--- src/rtl/pipe_stage_buf.sv ---
// Pipeline stage register with valid/ready handshake and a 2-entry skid buffer.
// Define PIPE_STATS_EN to add saturating stall/bubble statistics counters.
module pipe_stage_buf #(
  parameter int DATA_W = 32,
  parameter int CTRL_W = 8,
  parameter int CNT_W  = 16
) (
  input  logic              clk_i,
  input  logic              rst_i,
  input  logic              flush_i,
  input  logic              in_valid_i,
  output logic              in_ready_o,
  input  logic [CTRL_W-1:0] in_ctrl_i,
  input  logic [DATA_W-1:0] in_data_i,
  output logic              out_valid_o,
  input  logic              out_ready_i,
  output logic [CTRL_W-1:0] out_ctrl_o,
  output logic [DATA_W-1:0] out_data_o,
  output logic [1:0]        occupancy_o
`ifdef PIPE_STATS_EN
  ,
  output logic [CNT_W-1:0]  stall_cnt_o,
  output logic [CNT_W-1:0]  bubble_cnt_o
`endif
);

  typedef enum logic [1:0] {
    EMPTY = 2'd0,
    FULL  = 2'd1,
    SKID  = 2'd2
  } state_t;

  state_t            state_reg;
  logic [CTRL_W-1:0] main_ctrl_reg;
  logic [DATA_W-1:0] main_data_reg;
  logic [CTRL_W-1:0] skid_ctrl_reg;
  logic [DATA_W-1:0] skid_data_reg;
  logic              ready_reg;
  logic              valid_reg;
  logic [1:0]        occ_reg;

  logic in_fire;
  logic out_fire;

  // ready_reg is a flop so out_ready_i never reaches in_ready_o combinationally
  assign in_fire  = in_valid_i & ready_reg;
  assign out_fire = valid_reg & out_ready_i;

  always_ff @(posedge clk_i) begin
    if (rst_i) begin
      state_reg     <= EMPTY;
      main_ctrl_reg <= '0;
      main_data_reg <= '0;
      skid_ctrl_reg <= '0;
      skid_data_reg <= '0;
      ready_reg     <= 1'b1;
      valid_reg     <= 1'b0;
      occ_reg       <= 2'd0;
    end else if (flush_i) begin
      // Data registers are left alone; only control is scrubbed.
      state_reg     <= EMPTY;
      main_ctrl_reg <= '0;
      skid_ctrl_reg <= '0;
      ready_reg     <= 1'b1;
      valid_reg     <= 1'b0;
      occ_reg       <= 2'd0;
    end else begin
      case (state_reg)
        EMPTY: begin
          if (in_fire) begin
            main_ctrl_reg <= in_ctrl_i;
            main_data_reg <= in_data_i;
            state_reg     <= FULL;
            valid_reg     <= 1'b1;
            occ_reg       <= 2'd1;
          end
        end
        FULL: begin
          if (in_fire && out_fire) begin
            main_ctrl_reg <= in_ctrl_i;
            main_data_reg <= in_data_i;
          end else if (out_fire) begin
            state_reg <= EMPTY;
            valid_reg <= 1'b0;
            occ_reg   <= 2'd0;
          end else if (in_fire) begin
            skid_ctrl_reg <= in_ctrl_i;
            skid_data_reg <= in_data_i;
            state_reg     <= SKID;
            ready_reg     <= 1'b0;
            occ_reg       <= 2'd2;
          end
        end
        SKID: begin
          if (out_fire) begin
            main_ctrl_reg <= skid_ctrl_reg;
            main_data_reg <= skid_data_reg;
            state_reg     <= FULL;
            ready_reg     <= 1'b1;
            occ_reg       <= 2'd1;
          end
        end
        default: begin
          state_reg <= EMPTY;
          ready_reg <= 1'b1;
          valid_reg <= 1'b0;
          occ_reg   <= 2'd0;
        end
      endcase
    end
  end

  assign in_ready_o  = ready_reg;
  assign out_valid_o = valid_reg;
  assign out_ctrl_o  = valid_reg ? main_ctrl_reg : '0;
  assign out_data_o  = main_data_reg;
  assign occupancy_o = occ_reg;

`ifdef PIPE_STATS_EN
  logic [CNT_W-1:0] stall_cnt_reg;
  logic [CNT_W-1:0] bubble_cnt_reg;

  // Saturating counters; flush deliberately has no effect on them.
  always_ff @(posedge clk_i) begin
    if (rst_i) begin
      stall_cnt_reg  <= '0;
      bubble_cnt_reg <= '0;
    end else begin
      if (valid_reg && !out_ready_i && (stall_cnt_reg != '1))
        stall_cnt_reg <= stall_cnt_reg + CNT_W'(1);
      if (!valid_reg && (bubble_cnt_reg != '1))
        bubble_cnt_reg <= bubble_cnt_reg + CNT_W'(1);
    end
  end

  assign stall_cnt_o  = stall_cnt_reg;
  assign bubble_cnt_o = bubble_cnt_reg;
`endif

endmodule

--- config.mk ---
export PLATFORM = sky130hd
export DESIGN_NAME = pipe_stage_buf
export DESIGN_NICKNAME = d
export VERILOG_FILES = /design/src/rtl/pipe_stage_buf.sv
export SDC_FILE = /design/constraint.sdc
export NUM_CORES = 1
export LEC_CHECK = 0
export CAP_MARGIN = 25
export CORE_MARGIN = 2
export CORE_UTILIZATION = 56
export CTS_CLUSTER_DIAMETER = 120
export CTS_CLUSTER_SIZE = 28
export DETAILED_ROUTE_END_ITERATION = 12
export GPL_ROUTABILITY_DRIVEN = 0
export GPL_TIMING_DRIVEN = 0
export PLACE_DENSITY = 0.86
export SYNTH_ARGS = -nofsm -noshare
export SYNTH_HDL_FRONTEND = slang
export SYNTH_SLANG_ARGS = --single-unit
--- constraint.sdc ---
create_clock -name clk_i -period 3.34 [get_ports clk_i]
set_clock_uncertainty 0.15 [all_clocks]
set_input_delay 0.668 -clock clk_i [delete_from_list [all_inputs] [get_ports clk_i]]
set_output_delay 0.668 -clock clk_i [all_outputs]
set_load 0.01 [all_outputs]
Yosys cells after proc, flatten, opt, wreduce, memory -nomap -nowiden
Index checks and enable logic that the tools add are counted.
W data, S select, Z words.
{"block": "classes", "n_eq_ne": 10, "n_mux": 24, "bitwise": 7, "n_reduce_logical": 11}
{"cell": "$mux W32", "count": 3}
{"cell": "$pmux W32 S3", "count": 1}
{"cell": "$mux W8", "count": 4}
{"cell": "$pmux W8 S3", "count": 1}
{"cell": "$reduce_and A4 Y1", "count": 4}
{"cell": "$reduce_and A5 Y1", "count": 3}
{"cell": "$ne A2 B2 Y1 const B", "count": 7}
{"cell": "$mux W2", "count": 5}
{"cell": "$mux W1", "count": 7}
{"cell": "$pmux W1 S3", "count": 2}
{"cell": "$pmux W2 S3", "count": 1}
{"cell": "$not A1 Y1", "count": 5}
{"cell": "$ne A3 B3 Y1 const B", "count": 1}
{"cell": "$reduce_bool A3 Y1", "count": 1}
{"cell": "$and A1 B1 Y1", "count": 2}
{"cell": "$eq A2 B1 Y1 const B", "count": 1}
{"cell": "$eq A2 B2 Y1 const B", "count": 1}
{"cell": "$logic_not A2 Y1", "count": 1}
{"cell": "$reduce_or A2 Y1", "count": 1}
{"cell": "$logic_and A1 B1 Y1", "count": 1}
{"block": "totals", "ff_bits": 84, "in_bits": 45, "output_inout_bits": 44, "elab_cells": 59}

Logic depth before layout (Yosys ltp)
Gate-level depths: netlist (run 1).
{"block": "depth", "word_depth": 5, "ltp_mapped": 7, "depth_no_buf": 3}

Worst setup path before layout (run 1)
OpenSTA, ideal clock, no wires.
{"block": "synth_path", "path_kind": "input port to flip-flop", "startpoint": "input port flush_i", "endpoint": "register main_data_reg[10] (netlist: out_data_o[10])", "arrival_time_ns": 1.608, "t_required_ns": 3.044, "setup_slack_ns": 1.436, "stages": 6, "path_buffers": 3, "path_cell_list": "buf_2 -> nor4bb_4 -> buf_6 -> a22o_4 -> buf_6 -> a211oi_2"}
{"block": "synth_between", "elab_chain_len": 2}
{"item": "from (decl)", "line_no": "10", "rtl": "input logic flush_i,"}
{"item": "$not A1 Y1 (no source line)"}
{"item": "$reduce_and A5 Y1 (no source line)"}
{"item": "to (signal assigned)", "line_no": "72", "rtl": "main_data_reg <= in_data_i;"}
{"item": "to (signal assigned)", "line_no": "81", "rtl": "main_data_reg <= in_data_i;"}
{"item": "to (signal assigned)", "line_no": "97", "rtl": "main_data_reg <= skid_data_reg;"}
{"item": "to (decl)", "line_no": "35", "rtl": "logic [DATA_W-1:0] main_data_reg;"}
No other way between the ends.
A chain may end at the register's enable or synchronous reset.

Worst setup path in the final report (run 1)
{"block": "layout_path", "startpoint": "register valid_reg (netlist: out_valid_o)", "endpoint": "output port out_ctrl_o[6]"}
{"block": "layout_between", "elab_chain_len": 1}
{"item": "from (decl)", "line_no": "39", "rtl": "logic valid_reg;"}
{"item": "from (signal assigned)", "line_no": "57", "rtl": "valid_reg <= 1'b0;"}
{"item": "from (signal assigned)", "line_no": "65", "rtl": "valid_reg <= 1'b0;"}
{"item": "from (signal assigned)", "line_no": "74", "rtl": "valid_reg <= 1'b1;"}
{"item": "$mux W8", "line_no": "115", "rtl": "assign out_ctrl_o = valid_reg ? main_ctrl_reg : '0;"}
{"item": "to (decl)", "line_no": "17", "rtl": "output logic [CTRL_W-1:0] out_ctrl_o,"}
No other way between the ends.

==> run summary, run 1 <==
Global routing finished with a remaining overflow of 0. The die width came out at 92.87 um. The routed length on met2 is 5520 um. Tracing the worst setup path back leads to its startpoint at out_valid_o.

Once the clock tree was built, the setup fixing pass inserted 0 buffers. The core box area is 7687 um2. By area the synthesized netlist is led by sky130_fd_sc_hd__dfxtp_1 (38%), sky130_fd_sc_hd__a221oi_2 (10%), sky130_fd_sc_hd__mux2i_1 (9.1%). The final total negative setup slack is 0 ns. Once the floorplan was initialized, standard cells occupied 57.54% of the core. The critical path launch point type is a register. The CTS H-tree depth came out at 3. The via total after detailed routing came out at 4000. The post-synthesis average cell area came out at 10.43 um2. The number of fill cells in the layout is 574.

The netlist area before placement came out at 4423 um2. The count of clock tree sinks is 84. The critical path buffer and inverter count came out at 2. Once detail routing completed, the nets flagged for antenna violations numbered 0.

The synthesized netlist devotes 0% of its cell area to adder and majority cells. During synthesis, Yosys emitted a total of 0 warnings. Max-cap violations in this run came to 0.

Broken down by cell family, the worst path's largest delay share belongs to buffers and inverters. The DRC violation total after the first TritonRoute iteration came out at 255. For this run, the total global-route usage over all layers was measured as 27.71%. The share of Yosys cell area claimed by the top area cell type came out at 38.02%. The worst setup path is captured at a primary output. The number of rows created at floorplan came out at 32. The routed length on met1 is 5110 um. The post-synthesis share of cell area spent on and, or, nand and nor gates came out at 9.137%. Counting every instance in the synthesized netlist gives 424.

Setup repair after global routing left no endpoint under its margin. The initial antenna violation count was 0. Counting the buffers created by CTS gives 9. The via count of the first global-routing pass is 3806. After synthesis the netlist holds a flip-flop and latch count of 84.

The endpoint identified for the worst register-to-register timing path is main_ctrl_reg[3]. The worst register-to-register path begins at occupancy_o[1]. The timing-limited maximum frequency is 381.5 MHz. Summing the areas of all xor and xnor instances in the mapped netlist gives 0% of the synthesized area. The critical path is of the register to primary output type.

The mux share of post-synthesis cell area is 9.052%. The wire length on met3 is 842 um. Sequential elements use 38.02% of the synthesized area. Entering global routing, the biggest net connects 14 pins.

The worst register-to-register path has a setup slack of 1.38 ns. Of the available clock period, the critical path in the final layout requires 78.49%. The count of hold-fix buffers inserted at cts is 0. The TritonCTS clock tree is yes.

The peak supply drop is 309.1 uV. Dividing total power by cell area gives a power density of 410.5 nW/um2. The fraction of final layout cells sized beyond drive strength 1 is 23.00%.

The minimum clock period came out at 2.622 ns. For this run, the post-layout net count is 567. The total detailed-routing wirelength came out at 11720 um. The clock network latency to the later pin of the worst-skew pair is 0.35 ns. Of all cell types, the one taking the most synthesized area is sky130_fd_sc_hd__dfxtp_1.

The library cell contributing the largest single delay on the critical path is sky130_fd_sc_hd__clkdlybuf4s50_1. The signal on the critical path passes through clkbuf_1 > and2_1 > clkdlybuf4s50_1. Setup violations remaining at the end of the flow were counted as 0. The critical path ends at out_ctrl_o[6]. The leakage power of the design came out at 0.002099 uW. The global-route wire length before repair came out at 19180 um.

In this design, the stage delay of the slowest critical-path cell is 0.54 ns. In the final routed layout, each cell accounts on average for 18.67 um. Measured in cells, the most critical reg-to-reg path has a length of 4.

The critical path arrival is 1.80 ns. The clock transition at the registers of the reported paths came out at 0.08 ns. By area, the combinational part of the netlist is dominated by compound AO/OA/AOI/OAI gates. The count of different cell masters after synthesis is 37. The longest clock path from root to sink contains 2 buffers. Relative to the synthesized area, the layout overhead comes to 27.21%. The y dimension of the die came out at 92.87 um. The number of stages on the worst hold path came out at 2.

After detailed routing, no signal wire sits above met4. During placement, the flow inserted port buffers numbering 87. The number of vias per cell came out at 6.369.

The post-detailed-route DRC marker count is 0. The path length in cells of the critical path is 3. The synthesized netlist devotes 35.13% of its cell area to compound gates. The number of iterations in the first detailed-routing pass came out at 5. The final count of hold timing violations is 0. The library cell used as clock root buffer is sky130_fd_sc_hd__clkbuf_8. The synthesized netlist net count is 469.

STA puts the critical path data required time at 2.52 ns. The flow ran to the end, and the final reports show no timing, DRC or antenna violations. The half-perimeter wire length of the detailed placement result is 8192 um. The path class of the tightest hold or removal check is register to register.

The number of gates resized after CTS was 0. The number of pins with negative max-slew slack in the final report is 0. Headroom to the max-slew limit came out at 50.29%. Across the whole layout, storage elements account for 1682 um2. The post-layout utilization of the core is 73.19%.

The largest fanout on the critical path came out at 10. The top-level I/O count came out at 89. The number of antenna repair diodes came out at 0. The measured slew at the worst slew-check pin is 0.7457 ns.

The area of the die came out at 8625 um2. The multi-input combinational cells in the finished layout cover a total of 2359 um2.
through the flow:
step | hold slack, ns | instance area [um2] | total power (uW) | setup slack [ns] | instances
detailed placement | 0.3125 | 5421 | 1549 | 0.6891 | 613
global placement | 0.3026 | 5421 | 1540 | 0.7840 | 613
floorplan | 0.2976 | 4423 | 1363 | 1.436 | 424
global route | 0.3409 | 5627 | 2380 | 0.5792 | 628
finish | 0.3237 | 5627 | 2310 | 0.7184 | 628
CTS | 0.3257 | 5627 | 2305 | 0.7055 | 628
kinds of logic after synthesis:
logic type / after synthesis
compound gates: 172
flops: 84
simple gates: 64
buf+inv: 64
mux: 40
final cells by class:
type	instances	area share, %
timing repair buffer	87	15.48
clock inverter	5	1.379
tap	102	2.268
clock buffer	10	2.268
buffer	62	6.671
inverter	2	0.1334
sequential	84	29.89
multi-input combinational	276	41.92
worst min-delay path by stage:
stage | endpoint | start | slack (ns)
after floorplan | skid_data_reg[0] | skid_data_reg[0] | 0.30
after global placement | skid_data_reg[29] | skid_data_reg[29] | 0.30
after detailed placement | skid_data_reg[10] | skid_data_reg[10] | 0.31
after CTS | skid_data_reg[6] | skid_data_reg[6] | 0.33
after global routing | skid_data_reg[19] | skid_data_reg[19] | 0.34
final | skid_data_reg[31] | skid_data_reg[31] | 0.32
report_power, final:
part	total, uW	internal [uW]	switching (uW)
sequential	1070	1040	29.6
combinational	459	223	237
clock	777	415	362
total	2310	1680	629
per-layer routing:
| layer | GRT usage [%] | vias to the layer above |
|---|---|---|
| met4 | 11.03 | 0 |
| met1 | 38.38 | 1922 |
| li1 | - | 1873 |
| met5 | 0 | - |
| met3 | 3.417 | 19 |
| met2 | 43.96 | 186 |
cell usage in the layout, fill, tap and decap left out, drive strengths merged, types with 2 or more instances in the layout:
| master | netlist | final |
|---|---|---|
| clkbuf | 19 | 29 |
| a221oi | 32 | 32 |
| inv | 2 | 2 |
| nand4 | 32 | 32 |
| dfxtp | 84 | 84 |
| nor2 | 2 | 2 |
| bufinv | 0 | 2 |
| buf | 43 | 43 |
| a21oi | 43 | 43 |
| nand2b | 2 | 2 |
| a211oi | 48 | 48 |
| nand3 | 9 | 9 |
| o21ai | 9 | 9 |
| clkinv | 0 | 2 |
| nand2 | 3 | 3 |
| nor3b | 2 | 2 |
| o31ai | 32 | 32 |
| and2 | 8 | 8 |
| mux2i | 40 | 40 |
| clkdlybuf4s50 | 0 | 87 |
synth_stat cells:
| cell | number |
|---|---|
| sky130_fd_sc_hd__a221oi_1 | 2 |
| sky130_fd_sc_hd__o21ai_0 | 9 |
| sky130_fd_sc_hd__a21bo_2 | 1 |
| sky130_fd_sc_hd__o2bb2ai_1 | 1 |
| sky130_fd_sc_hd__dfxtp_1 | 84 |
| sky130_fd_sc_hd__nor2_1 | 2 |
| sky130_fd_sc_hd__inv_1 | 2 |
| sky130_fd_sc_hd__buf_1 | 1 |
| sky130_fd_sc_hd__nand4_1 | 32 |
| sky130_fd_sc_hd__nand2_1 | 3 |
| sky130_fd_sc_hd__a21oi_1 | 43 |
| sky130_fd_sc_hd__clkbuf_1 | 18 |
| sky130_fd_sc_hd__buf_4 | 7 |
| sky130_fd_sc_hd__nor3_1 | 1 |
| sky130_fd_sc_hd__nand3b_1 | 1 |
| sky130_fd_sc_hd__and2_1 | 8 |
| sky130_fd_sc_hd__a21boi_1 | 1 |
| sky130_fd_sc_hd__nand2b_1 | 2 |
| sky130_fd_sc_hd__nor3b_1 | 2 |
| sky130_fd_sc_hd__o22ai_1 | 1 |
| sky130_fd_sc_hd__buf_6 | 11 |
| sky130_fd_sc_hd__mux2i_1 | 40 |
| sky130_fd_sc_hd__and3b_1 | 1 |
| sky130_fd_sc_hd__buf_2 | 24 |
| sky130_fd_sc_hd__a221oi_2 | 30 |
| sky130_fd_sc_hd__o31a_1 | 1 |
| sky130_fd_sc_hd__or2_2 | 1 |
| sky130_fd_sc_hd__a211o_1 | 1 |
| sky130_fd_sc_hd__clkbuf_4 | 1 |
| sky130_fd_sc_hd__a21o_1 | 1 |
| sky130_fd_sc_hd__a22o_4 | 1 |
| sky130_fd_sc_hd__nor4bb_4 | 1 |
| sky130_fd_sc_hd__nand3_1 | 9 |
| sky130_fd_sc_hd__o31ai_1 | 32 |
| sky130_fd_sc_hd__a211oi_2 | 30 |
| sky130_fd_sc_hd__and4b_1 | 1 |
| sky130_fd_sc_hd__a211oi_1 | 18 |
worst min-delay path, delay by kind of cell (launching register included):
family	cells	cell delay, ns
flip-flops	1	0.31
AO/OA/AOI/OAI	2	0.12
No activity file was read; power rests on OpenSTA's default activity.
==> inputs of run 2 (changes only) <==
--- a/config.mk
+++ b/config.mk
@@ -7,13 +7,13 @@
 export LEC_CHECK = 0
 export CAP_MARGIN = 25
 export CORE_MARGIN = 2
-export CORE_UTILIZATION = 56
+export CORE_UTILIZATION = 47
 export CTS_CLUSTER_DIAMETER = 120
 export CTS_CLUSTER_SIZE = 28
 export DETAILED_ROUTE_END_ITERATION = 12
 export GPL_ROUTABILITY_DRIVEN = 0
 export GPL_TIMING_DRIVEN = 0
-export PLACE_DENSITY = 0.86
+export PLACE_DENSITY = 0.77
 export SYNTH_ARGS = -nofsm -noshare
 export SYNTH_HDL_FRONTEND = slang
 export SYNTH_SLANG_ARGS = --single-unit
==> constraint.sdc (replaced) <==
create_clock -name clk_i -period 2.15 [get_ports clk_i]
set_clock_uncertainty 0.15 [all_clocks]
set_input_delay 0.43 -clock clk_i [delete_from_list [all_inputs] [get_ports clk_i]]
set_output_delay 0.43 -clock clk_i [all_outputs]
set_load 0.01 [all_outputs]
==> run summary, run 2 (synthesized netlist as in run 1, its figures left out) <==
The fraction of final layout cells sized beyond drive strength 1 is 23.57%. The worst setup path is launched from an input port. The startpoint of the worst register-to-register path is occupancy_o[1]. For this run, the total global-route usage over all layers was measured as 24.19%. The met1 routing resource usage after global routing came out at 32.37%.

The post-layout utilization of the core came out at 61.14%. From synthesis to final layout, the design area changed by 27.13%. The final total negative setup slack came out at 0 ns.

The measured slew at the worst slew-check pin came out at 0.7353 ns. The library cell contributing the largest single delay on the critical path is sky130_fd_sc_hd__o22ai_1. The met3 capacity usage during global routing is 3.190%.

The total detailed-routing wirelength came out at 12360 um. The maximum number of buffers from clock root to sink is 2. Summed over all layers, the global routing overflow is 0.

The number of cells in the design after placement came out at 622. The total clock buffers created by CTS is 9. The y dimension of the die is 101.0 um. The leading cell type in the layout, fill and taps excluded is sky130_fd_sc_hd__dfxtp_1. The remaining number of nets flagged by the antenna check after routing came out at 0. The die width is 101.0 um. The leakage power of the design came out at 0.002236 uW.

The initial antenna violation count was 0. The half-perimeter wire length of the detailed placement result is 8516 um. The summed area of non-filler cells in the final layout is 5623 um2. Once placement finished, the instance area stood at 5433 um2. The worst register-to-register path has a setup slack of 0.24 ns.

The count of placed standard cells in the final layout, fillers left out came out at 637. The core box area is 9196 um2. The path class of the tightest hold or removal check is register to register. The final period utilization is 93.35%. Setup repair after global routing left no endpoint under its margin.

After detailed routing, the average wire length per cell comes to 19.40 um. The largest fanout on the critical path came out at 8. For this design, the sink count on the clock tree is 84.

The signal on the critical path passes through clkdlybuf4s50_1 > nand3b_1 > o22ai_1 > a211oi_1. Across the run, the number of max-cap violations was 0. In the routed design, unresolved DRC markers number 0.

The clock network latency to the later pin of the worst-skew pair came out at 0.35 ns. TritonCTS built the clock tree. The number of iterations in the first detailed-routing pass is 5. The top-level I/O count came out at 89. For met2 alone, demand over resource in global routing was 39.74%.

The count of port buffers added during placement is 87. For this design, the CTS-stage hold fixing added 0 buffers. The pin count of the biggest net entering global routing came out at 14. For the worst setup path, the data required time is 2.20 ns. Static timing analysis puts the maximum clock frequency at 498.3 MHz. The die covers 10200 um2. The final number of setup-violating endpoints is 0. The endpoint of the most critical setup path is main_ctrl_reg[4]. The effective utilization at floorplan is 48.10%. The number of pins with negative max-slew slack in the final report is 0. Dividing the detail-routed via count by the number of cells gives 6.273. In this run the clock root is driven by a sky130_fd_sc_hd__clkbuf_8. The first global-routing pass estimated 19510 um of wire. The worst hold margin came out at 0.3268 ns.

The final count of hold timing violations came out at 0. After clock tree synthesis, the setup repair step added 0 buffers. The delay of the slowest cell on the worst path is 0.64 ns. The minimum clock period came out at 2.007 ns. The most critical setup path has its startpoint at in_valid_i. The CTS H-tree depth is 3.

The global routing stage identified its most utilized layer as met2. The critical setup path kind is input port to register. The DRC violation total after the first TritonRoute iteration is 183.

The via count of the first global-routing pass came out at 3822. The via total after detailed routing is 3996. STA classifies the critical path endpoint as a register. In this run the power density over the cells is 597.3 nW/um2. The flow ran to the end, and the final reports show no timing, DRC or antenna violations. Across the VDD grid, the largest voltage drop is 352.4 uV. Clock-pin slew was measured on the worst setup and hold paths at 0.08 ns.

The critical path arrival came out at 2.06 ns. In this run the critical register-to-register path is captured at main_ctrl_reg[4]. The library cells used most frequently in the layout, excluding fill and tap cells, are sky130_fd_sc_hd__dfxtp_1 (83), sky130_fd_sc_hd__clkdlybuf4s50_1 (79), sky130_fd_sc_hd__a21oi_1 (43). The number of antenna repair diodes is 0.

The worst slew margin relative to its limit is 50.98%. The final net count is 567. The number of cells on the worst reg-to-reg path came out at 4. After floorplanning, the core was divided into 35 placement rows.
==> run 2: report_power, final <==
group	leakage, uW	total, uW	switching, uW	internal, uW
clock network	0.0000844	972	568	403
registers	0.000685	1670	46.7	1620
logic	0.00147	720	373	348
==> run 2: how the worst min path moves through the flow <==
stage | start | to | cells past startpoint | slack [ns]
5_1_grt | skid_data_reg[3] | skid_data_reg[3] | 2 | 0.34
6_report | skid_data_reg[7] | skid_data_reg[7] | 2 | 0.33
2_1_floorplan | skid_data_reg[0] | skid_data_reg[0] | 2 | 0.30
3_3_place_gp | skid_data_reg[29] | skid_data_reg[29] | 2 | 0.30
4_1_cts | skid_data_reg[7] | skid_data_reg[7] | 2 | 0.33
3_5_place_dp | skid_data_reg[26] | skid_data_reg[26] | 2 | 0.31
==> run 2: cell type report <==
class	instances	area [um2]
Clock inverter	6	32.53
Timing Repair Buffer	87	890.9
Multi-Input combinational cell	276	2359
Fill cell	776	3573
Buffer	62	385.4
Inverter	2	7.507
Tap cell	111	138.9
Sequential cell	84	1685
Clock buffer	9	123.9
==> run 2: routing by layer <==
layer	up-vias	wire length, um
li1	1872	-
met1	1952	5482
met2	152	5931
met3	20	720
met4	0	225
met5	-	0
==> run 2: repair_timing <==
| action | CTS | global route |
|---|---|---|
| setup endpoints to repair | 8 | 8 |
| cloned | 0 | 0 |
| gates resized for setup | 4 | 9 |
==> run 2: critical path: cells and delay by family <==
family,cells,cell delay (ns)
buffers and inverters,1,0.56
and+or+nand+nor,1,0.27
AOI/OAI and AO/OA,2,0.79
==> run 2: per-stage QoR <==
step / total power (uW) / worst slack [ns]
after floorplan: 2117 / 0.4844
after CTS: 3357 / 0.009346
after global placement: 2397 / -0.2089
final: 3359 / 0.1430
after global routing: 3497 / 0.02999
after detailed placement: 2413 / -0.2111
